<file path="src/rtl/ppc_types.sv">
// ppc_types: shared PowerPC decode types used by the branch issue path.
//   branch_op_t           - branch flavour (immediate, conditional, to LR, to CTR)
//   branch_inner_decode_t - decoded branch fields handed from decode to the predictor
package ppc_types;
    typedef enum logic [1:0] {BR_IMM, BR_COND, BR_LR, BR_CTR} branch_op_t;
    typedef struct packed {
        branch_op_t  op;
        logic [4:0]  bo;
        logic [4:0]  bi;
        logic [23:0] target;
        logic        aa;
        logic        lk;
    } branch_inner_decode_t;
endpackage

</file>
<file path="src/rtl/spr_tag_entry.sv">
// spr_tag_entry: one tracked register (value, avail, producer tag) with a one-deep checkpoint.
//   alloc_valid/alloc_rs_id           - a younger writer was dispatched: go pending on its tag
//   update_valid/update_data/rs_id    - result broadcast, fills tracker and checkpoint on tag match
//   checkpoint                        - snapshot the post-alloc/update state
//   restore                           - roll the tracker back to the snapshot
//   rd_value/rd_avail/rd_tag          - pre-alloc state with same-cycle broadcast bypassed
module spr_tag_entry #(
    parameter int WIDTH = 32,
    parameter int RS_ID_WIDTH = 5
) (
    input  logic                   clk,
    input  logic                   rst,
    input  logic                   alloc_valid,
    input  logic [RS_ID_WIDTH-1:0] alloc_rs_id,
    input  logic                   update_valid,
    input  logic [WIDTH-1:0]       update_data,
    input  logic [RS_ID_WIDTH-1:0] update_rs_id,
    input  logic                   checkpoint,
    input  logic                   restore,
    output logic [WIDTH-1:0]       rd_value,
    output logic                   rd_avail,
    output logic [RS_ID_WIDTH-1:0] rd_tag
);
    logic [WIDTH-1:0] value, ck_value, nxt_value, ck_nxt_value;
    logic avail, ck_avail, nxt_avail, ck_nxt_avail, hit, ck_hit;
    logic [RS_ID_WIDTH-1:0] tag, ck_tag, nxt_tag;
    always_comb begin
        hit = update_valid & ~avail & (update_rs_id == tag);
        ck_hit = update_valid & ~ck_avail & (update_rs_id == ck_tag);
        rd_value = hit ? update_data : value;
        rd_avail = avail | hit;
        rd_tag = tag;
        // a same-cycle alloc is younger than the broadcast, so it wins
        nxt_value = alloc_valid ? value : rd_value;
        nxt_avail = alloc_valid ? 1'b0 : rd_avail;
        nxt_tag = alloc_valid ? alloc_rs_id : tag;
        ck_nxt_value = ck_hit ? update_data : ck_value;
        ck_nxt_avail = ck_avail | ck_hit;
    end
    always_ff @(posedge clk) begin
        if (rst) begin
            value <= '0;
            avail <= 1'b1;
            tag <= '0;
            ck_value <= '0;
            ck_avail <= 1'b1;
            ck_tag <= '0;
        end else begin
            value <= restore ? ck_nxt_value : nxt_value;
            avail <= restore ? ck_nxt_avail : nxt_avail;
            tag <= restore ? ck_tag : nxt_tag;
            ck_value <= checkpoint ? nxt_value : ck_nxt_value;
            ck_avail <= checkpoint ? nxt_avail : ck_nxt_avail;
            ck_tag <= checkpoint ? nxt_tag : ck_tag;
        end
    end
endmodule

</file>
<file path="src/rtl/branch_issue_stage.sv">
// branch_issue_stage: issues decoded branches to the predictor with CR/LR/CTR operands.
//   dec_*          - decode handshake, address and decoded fields
//   alloc_*        - younger non-branch writers of CR/LR/CTR dispatched this cycle
//   update_*       - result broadcasts (value + producer tag)
//   take_*         - one-entry output register handshake to the predictor
//   *_reg_out / *_valid_out / *_rs_id_out - operand value, availability, pending tag
//   speculative / clear_speculative / flush_speculative - one-level speculation control
module branch_issue_stage
    import ppc_types::*;
#(
    parameter int RS_ID_WIDTH = 5
) (
    input  logic                   clk,
    input  logic                   rst,
    input  logic                   dec_valid,
    output logic                   dec_ready,
    input  logic [31:0]            dec_cia,
    input  branch_inner_decode_t   dec_control,
    input  logic                   alloc_cond_valid,
    input  logic [RS_ID_WIDTH-1:0] alloc_cond_rs_id,
    input  logic                   alloc_link_valid,
    input  logic [RS_ID_WIDTH-1:0] alloc_link_rs_id,
    input  logic                   alloc_count_valid,
    input  logic [RS_ID_WIDTH-1:0] alloc_count_rs_id,
    input  logic                   update_cond_reg_valid,
    input  logic [3:0]             update_cond_reg,
    input  logic [RS_ID_WIDTH-1:0] update_cond_reg_rs_id,
    input  logic                   update_link_reg_valid,
    input  logic [31:0]            update_link_reg,
    input  logic [RS_ID_WIDTH-1:0] update_link_reg_rs_id,
    input  logic                   update_count_reg_valid,
    input  logic [31:0]            update_count_reg,
    input  logic [RS_ID_WIDTH-1:0] update_count_reg_rs_id,
    output logic                   take_valid,
    input  logic                   take_ready,
    output logic [31:0]            cia_out,
    output branch_inner_decode_t   control_out,
    output logic [3:0]             cond_reg_out,
    output logic [31:0]            link_reg_out,
    output logic [31:0]            count_reg_out,
    output logic                   cond_reg_valid_out,
    output logic                   link_reg_valid_out,
    output logic                   count_reg_valid_out,
    output logic [RS_ID_WIDTH-1:0] cond_reg_rs_id_out,
    output logic [RS_ID_WIDTH-1:0] link_reg_rs_id_out,
    output logic [RS_ID_WIDTH-1:0] count_reg_rs_id_out,
    input  logic                   speculative,
    input  logic                   clear_speculative,
    input  logic                   flush_speculative
);
    logic spec_active, spec, load, take_ckpt, restore;
    logic cond_snoop, link_snoop, count_snoop;
    logic [3:0] cond_rd;
    logic [31:0] link_rd, count_rd;
    logic cond_av, link_av, count_av;
    logic [RS_ID_WIDTH-1:0] cond_tg, link_tg, count_tg;
    assign dec_ready = ~take_valid | take_ready;
    // a flush discards whatever decode hands over in the same cycle
    assign load = dec_valid & dec_ready & ~flush_speculative;
    assign take_ckpt = speculative & ~spec_active;
    assign restore = flush_speculative & spec_active;
    assign cond_snoop = take_valid & update_cond_reg_valid & ~cond_reg_valid_out & (update_cond_reg_rs_id == cond_reg_rs_id_out);
    assign link_snoop = take_valid & update_link_reg_valid & ~link_reg_valid_out & (update_link_reg_rs_id == link_reg_rs_id_out);
    assign count_snoop = take_valid & update_count_reg_valid & ~count_reg_valid_out & (update_count_reg_rs_id == count_reg_rs_id_out);
    spr_tag_entry #(.WIDTH(4), .RS_ID_WIDTH(RS_ID_WIDTH)) u_cond (
        .clk(clk), .rst(rst), .alloc_valid(alloc_cond_valid), .alloc_rs_id(alloc_cond_rs_id),
        .update_valid(update_cond_reg_valid), .update_data(update_cond_reg), .update_rs_id(update_cond_reg_rs_id),
        .checkpoint(take_ckpt), .restore(restore), .rd_value(cond_rd), .rd_avail(cond_av), .rd_tag(cond_tg)
    );
    spr_tag_entry #(.WIDTH(32), .RS_ID_WIDTH(RS_ID_WIDTH)) u_link (
        .clk(clk), .rst(rst), .alloc_valid(alloc_link_valid), .alloc_rs_id(alloc_link_rs_id),
        .update_valid(update_link_reg_valid), .update_data(update_link_reg), .update_rs_id(update_link_reg_rs_id),
        .checkpoint(take_ckpt), .restore(restore), .rd_value(link_rd), .rd_avail(link_av), .rd_tag(link_tg)
    );
    spr_tag_entry #(.WIDTH(32), .RS_ID_WIDTH(RS_ID_WIDTH)) u_count (
        .clk(clk), .rst(rst), .alloc_valid(alloc_count_valid), .alloc_rs_id(alloc_count_rs_id),
        .update_valid(update_count_reg_valid), .update_data(update_count_reg), .update_rs_id(update_count_reg_rs_id),
        .checkpoint(take_ckpt), .restore(restore), .rd_value(count_rd), .rd_avail(count_av), .rd_tag(count_tg)
    );
    always_ff @(posedge clk) begin
        if (rst) begin
            spec_active <= 1'b0;
            spec <= 1'b0;
            take_valid <= 1'b0;
            cia_out <= '0;
            control_out <= '0;
            cond_reg_out <= '0;
            link_reg_out <= '0;
            count_reg_out <= '0;
            cond_reg_valid_out <= 1'b0;
            link_reg_valid_out <= 1'b0;
            count_reg_valid_out <= 1'b0;
            cond_reg_rs_id_out <= '0;
            link_reg_rs_id_out <= '0;
            count_reg_rs_id_out <= '0;
        end else begin
            spec_active <= (flush_speculative | clear_speculative) ? 1'b0 : (spec_active | speculative);
            if (load) begin
                take_valid <= 1'b1;
                spec <= ~clear_speculative & (spec_active | speculative);
                cia_out <= dec_cia;
                control_out <= dec_control;
                cond_reg_out <= cond_rd;
                link_reg_out <= link_rd;
                count_reg_out <= count_rd;
                cond_reg_valid_out <= cond_av;
                link_reg_valid_out <= link_av;
                count_reg_valid_out <= count_av;
                cond_reg_rs_id_out <= cond_tg;
                link_reg_rs_id_out <= link_tg;
                count_reg_rs_id_out <= count_tg;
            end else begin
                if (take_ready | (flush_speculative & spec)) take_valid <= 1'b0;
                if (clear_speculative) spec <= 1'b0;
                if (cond_snoop) begin
                    cond_reg_out <= update_cond_reg;
                    cond_reg_valid_out <= 1'b1;
                end
                if (link_snoop) begin
                    link_reg_out <= update_link_reg;
                    link_reg_valid_out <= 1'b1;
                end
                if (count_snoop) begin
                    count_reg_out <= update_count_reg;
                    count_reg_valid_out <= 1'b1;
                end
            end
        end
    end
endmodule

</file>
<file path="config.mk">
export PLATFORM = sky130hd
export DESIGN_NAME = branch_issue_stage
export DESIGN_NICKNAME = d
export VERILOG_FILES = /design/src/rtl/ppc_types.sv /design/src/rtl/spr_tag_entry.sv /design/src/rtl/branch_issue_stage.sv
export SDC_FILE = /design/constraint.sdc
export NUM_CORES = 1
export LEC_CHECK = 0
export ABC_AREA = 1
export CORE_MARGIN = 2
export CORE_UTILIZATION = 58
export DETAILED_ROUTE_END_ITERATION = 6
export PLACE_DENSITY = 0.88
export REMOVE_ABC_BUFFERS = 1
export SETUP_SLACK_MARGIN = 0.3
export SYNTH_ARGS = -nofsm -noshare
export SYNTH_HDL_FRONTEND = slang
export SYNTH_HIERARCHICAL = 1
export SYNTH_SLANG_ARGS = --single-unit
</file>
<file path="constraint.sdc">
create_clock -name clk -period 4.55 [get_ports clk]
set_clock_uncertainty 0.2 [all_clocks]
set_input_delay 0.6825 -clock clk [delete_from_list [all_inputs] [get_ports clk]]
set_output_delay 0.6825 -clock clk [all_outputs]
set_load 0.01 [all_outputs]
</file>
==> flow_summary.json <==
{
  "cts_resized": 0,
  "synth_compound_gate_area_share_pct": 6.67,
  "drc_errors": 0,
  "cp-end-kind": "register",
  "fillCellCount": 2573,
  "vias": 21500,
  "peakVddDrop_mv": 0.247,
  "core_area_um2": 32700,
  "powerDensity_nw_per_um2": 324,
  "path_cells": "clkdlybuf4s50_1 > nand2_1 > clkinv_2 > inv_1 > buf_4 > nand3_1 > nand2_1 > inv_1",
  "via_per_inst": 5.52,
  "synth_top_family_by_area": "simple AND/OR/NAND/NOR gates",
  "cts_tree": "done",
  "gp_congestion": 0.913,
  "antenna_found_initial": 3,
  "initial_core_util_pct": 59.2,
  "syn_inst": 3188,
  "start_kind": "primary input",
  "place_area_um2": 22600,
  "p_leak_uw": 0.0128,
  "hold_slack_ns": 0.282,
  "grt_pass1_vias": 20500,
  "post-route-min-period_ns": 2.89,
  "drive_gt1_share_pct": 6.86,
  "insertion_delay_ns": 0.53,
  "clk_path_buf_depth": 3,
  "startpoint": "flush_speculative",
  "ys_types": 28,
  "hold_buffers": 0,
  "status": "finished, final reports clean",
  "dp_hpwl_mm": 39.3,
  "post-route-cell-area_um2": 23900,
  "ant_nets": 0,
  "hp-start": "cia_out[23]",
  "critPathMaxFanout": 27,
  "seq_area_frac_synth_pct": 34.2,
  "wl_per_cell_um": 15.8,
  "clk_pin_slew_ns": 0.06,
  "critPathSlowestCell": "inv_1",
  "maxCapViolations": 0,
  "cts.htree.levels": 2,
  "synth_area_leaders": "dfxtp_1, nand2_1, nand3_1, inv_1, nor2_1",
  "cts.sinks": 331,
  "path_buf_inv": 5,
  "slew_violations": 0,
  "setup_viol": 0,
  "std_cell_rows": 66,
  "wirelength_mm": 61.5,
  "gr-total-overflow": 0,
  "hold_viol_final": 0,
  "path_class": "in2reg",
  "r2r_start": "spec_active",
  "synth_top_cell_by_area": "dfxtp_1",
  "slowest_delay_ns": 1.00,
  "first_pass_iters": 6,
  "met2_length_mm": 29.1,
  "grt_max_degree": 93,
  "die_height_um": 187,
  "synthSimpleGateAreaFrac_pct": 41.6,
  "synth_fa_ha_area_share_pct": 0,
  "postCtsSetupRepairBufs": 0,
  "cp.arrival_ns": 3.12,
  "synth-seq-cells": 331,
  "met1_length_mm": 23.4,
  "synth_top_area_share_pct": 34.2,
  "ys_warn_count": 6,
  "wl_met3_mm": 5.52,
  "syn_area_per_cell_um2": 6.08,
  "synth-xor-area-share_pct": 0.136,
  "root_buffer": "clkbuf_16",
  "grt_pass1_wl_mm": 98.6,
  "clock.fmax_ghz": 0.346,
  "nets": 3595,
  "fin_crit_sh_pct": 63.4,
  "cp_top_family": "buffers and inverters",
  "worst_pin_slew_ns": 1.16,
  "area_delta_synth_final_pct": 23.3,
  "drt_iter0_markers": 2014,
  "die_x_um": 187,
  "rsz0062_at_grt": "false",
  "syn-cell-area_um2": 19400,
  "top_layer": "met4",
  "hold_class": "reg2reg",
  "cts_made_buffers": 37,
  "grt.total_usage_pct": 33.8,
  "num_io_pins": 339,
  "dieArea_um2": 34900,
  "io_buffer_count": 338,
  "maxSlewHeadroom_pct": 22.6,
  "required_ns": 4.79,
  "synthMuxAreaShare_pct": 0
}
## power by group
part | internal [uW] | switching, uW
registers | 3080 | 96.4
clock network | 1820 | 1260
logic | 615 | 882
total | 5510 | 2240
## flip-flops by register name (all words and copies together), names as in the netlist, 32 cells and up
name	flops
control_out	38
cia_out	32
count_reg_out	32
link_reg_out	32
u_count/ck_value	32
u_count/value	32
u_link/ck_value	32
u_link/value	32
## routing by layer
metal | up-vias | GRT usage [%]
met4 | 0 | 22.4
met2 | 1196 | 57.7
li1 | 10300 | -
met5 | - | 0
met3 | 254 | 4.81
met1 | 9739 | 39.6
## cell usage in the layout, fill, tap and decap left out, drive strengths merged
cell type / count
diode: 3
nor3: 1
inv: 610
nand3: 428
clkinvlp: 4
a211oi: 1
nand2: 902
a21oi: 119
bufinv: 4
and2: 68
xor2: 3
clkinv: 15
clkbuf: 47
dfxtp: 331
clkdlybuf4s50: 338
o21ai: 137
nand4: 136
nor2: 252
buf: 46
## path summary, 6_finish.rpt
kind / end / slack, ns / depth (start not counted)
worst min-delay path: cia_out[23] / 0.28 / 2
worst min register to register: cia_out[23] / 0.28 / 2
worst max-delay path: u_count/value[7] / 1.66 / 8
worst max register to register: u_count/value[7] / 1.97 / 7
## cells by family after synthesis
| group | after synthesis |
|---|---|
| and+or+nand+nor | 1787 |
| xor gates and xnor gates | 3 |
| buffers and inverters | 810 |
| DFF | 331 |
| AOI/OAI and AO/OA | 257 |
## cell type report
type / count / area (um2) / share of cell area (%)
diodes: 3 / 7.51 / 0.0314
clock buffers: 47 / 1020 / 4.26
multi-input cells: 2047 / 9400 / 39.4
well taps: 442 / 553 / 2.32
flip-flops and latches: 331 / 6630 / 27.8
clock inverters: 20 / 214 / 0.896
repair buffers: 384 / 3750 / 15.7
inverters: 613 / 2310 / 9.66
## synth_stat cells
cell / number
nand2_1: 883
inv_1: 537
nand3_1: 417
dfxtp_1: 331
nor2_1: 233
nand4_1: 136
o21ai_0: 131
a21oi_1: 118
inv_2: 74
buf_2: 71
and2_1: 68
clkbuf_1: 66
buf_6: 25
buf_1: 19
nand2_2: 19
buf_4: 15
nor2_4: 14
nand3_4: 6
o21ai_1: 6
nand3_2: 5
nor2_2: 3
xor2_1: 3
clkinv_1: 2
nor2_8: 2
a211oi_1: 1
a21oi_2: 1
clkbuf_2: 1
nor3_1: 1
## tightest hold or removal path, delay by kind of cell, from the launching register on
kind | cells | cell delay, ns
and+or+nand+nor | 2 | 0.12
DFF | 1 | 0.32
## metrics by stage
stage | util (%) | worst slack [ns] | cells | total power, uW | TNS (ns)
6_report | 73.0 | 1.66 | 3887 | 7750 | 0
5_1_grt | 73.0 | 1.53 | 3887 | 8050 | 0
4_1_cts | 73.0 | 1.75 | 3884 | 7750 | 0
3_5_place_dp | 69.2 | 1.20 | 3817 | 4690 | 0
3_3_place_gp | 69.2 | 1.14 | 3817 | 4640 | 0
2_1_floorplan | - | -1.35 | 2991 | 4030 | -257.61
Note: power is estimated with default switching activity, not from simulation.
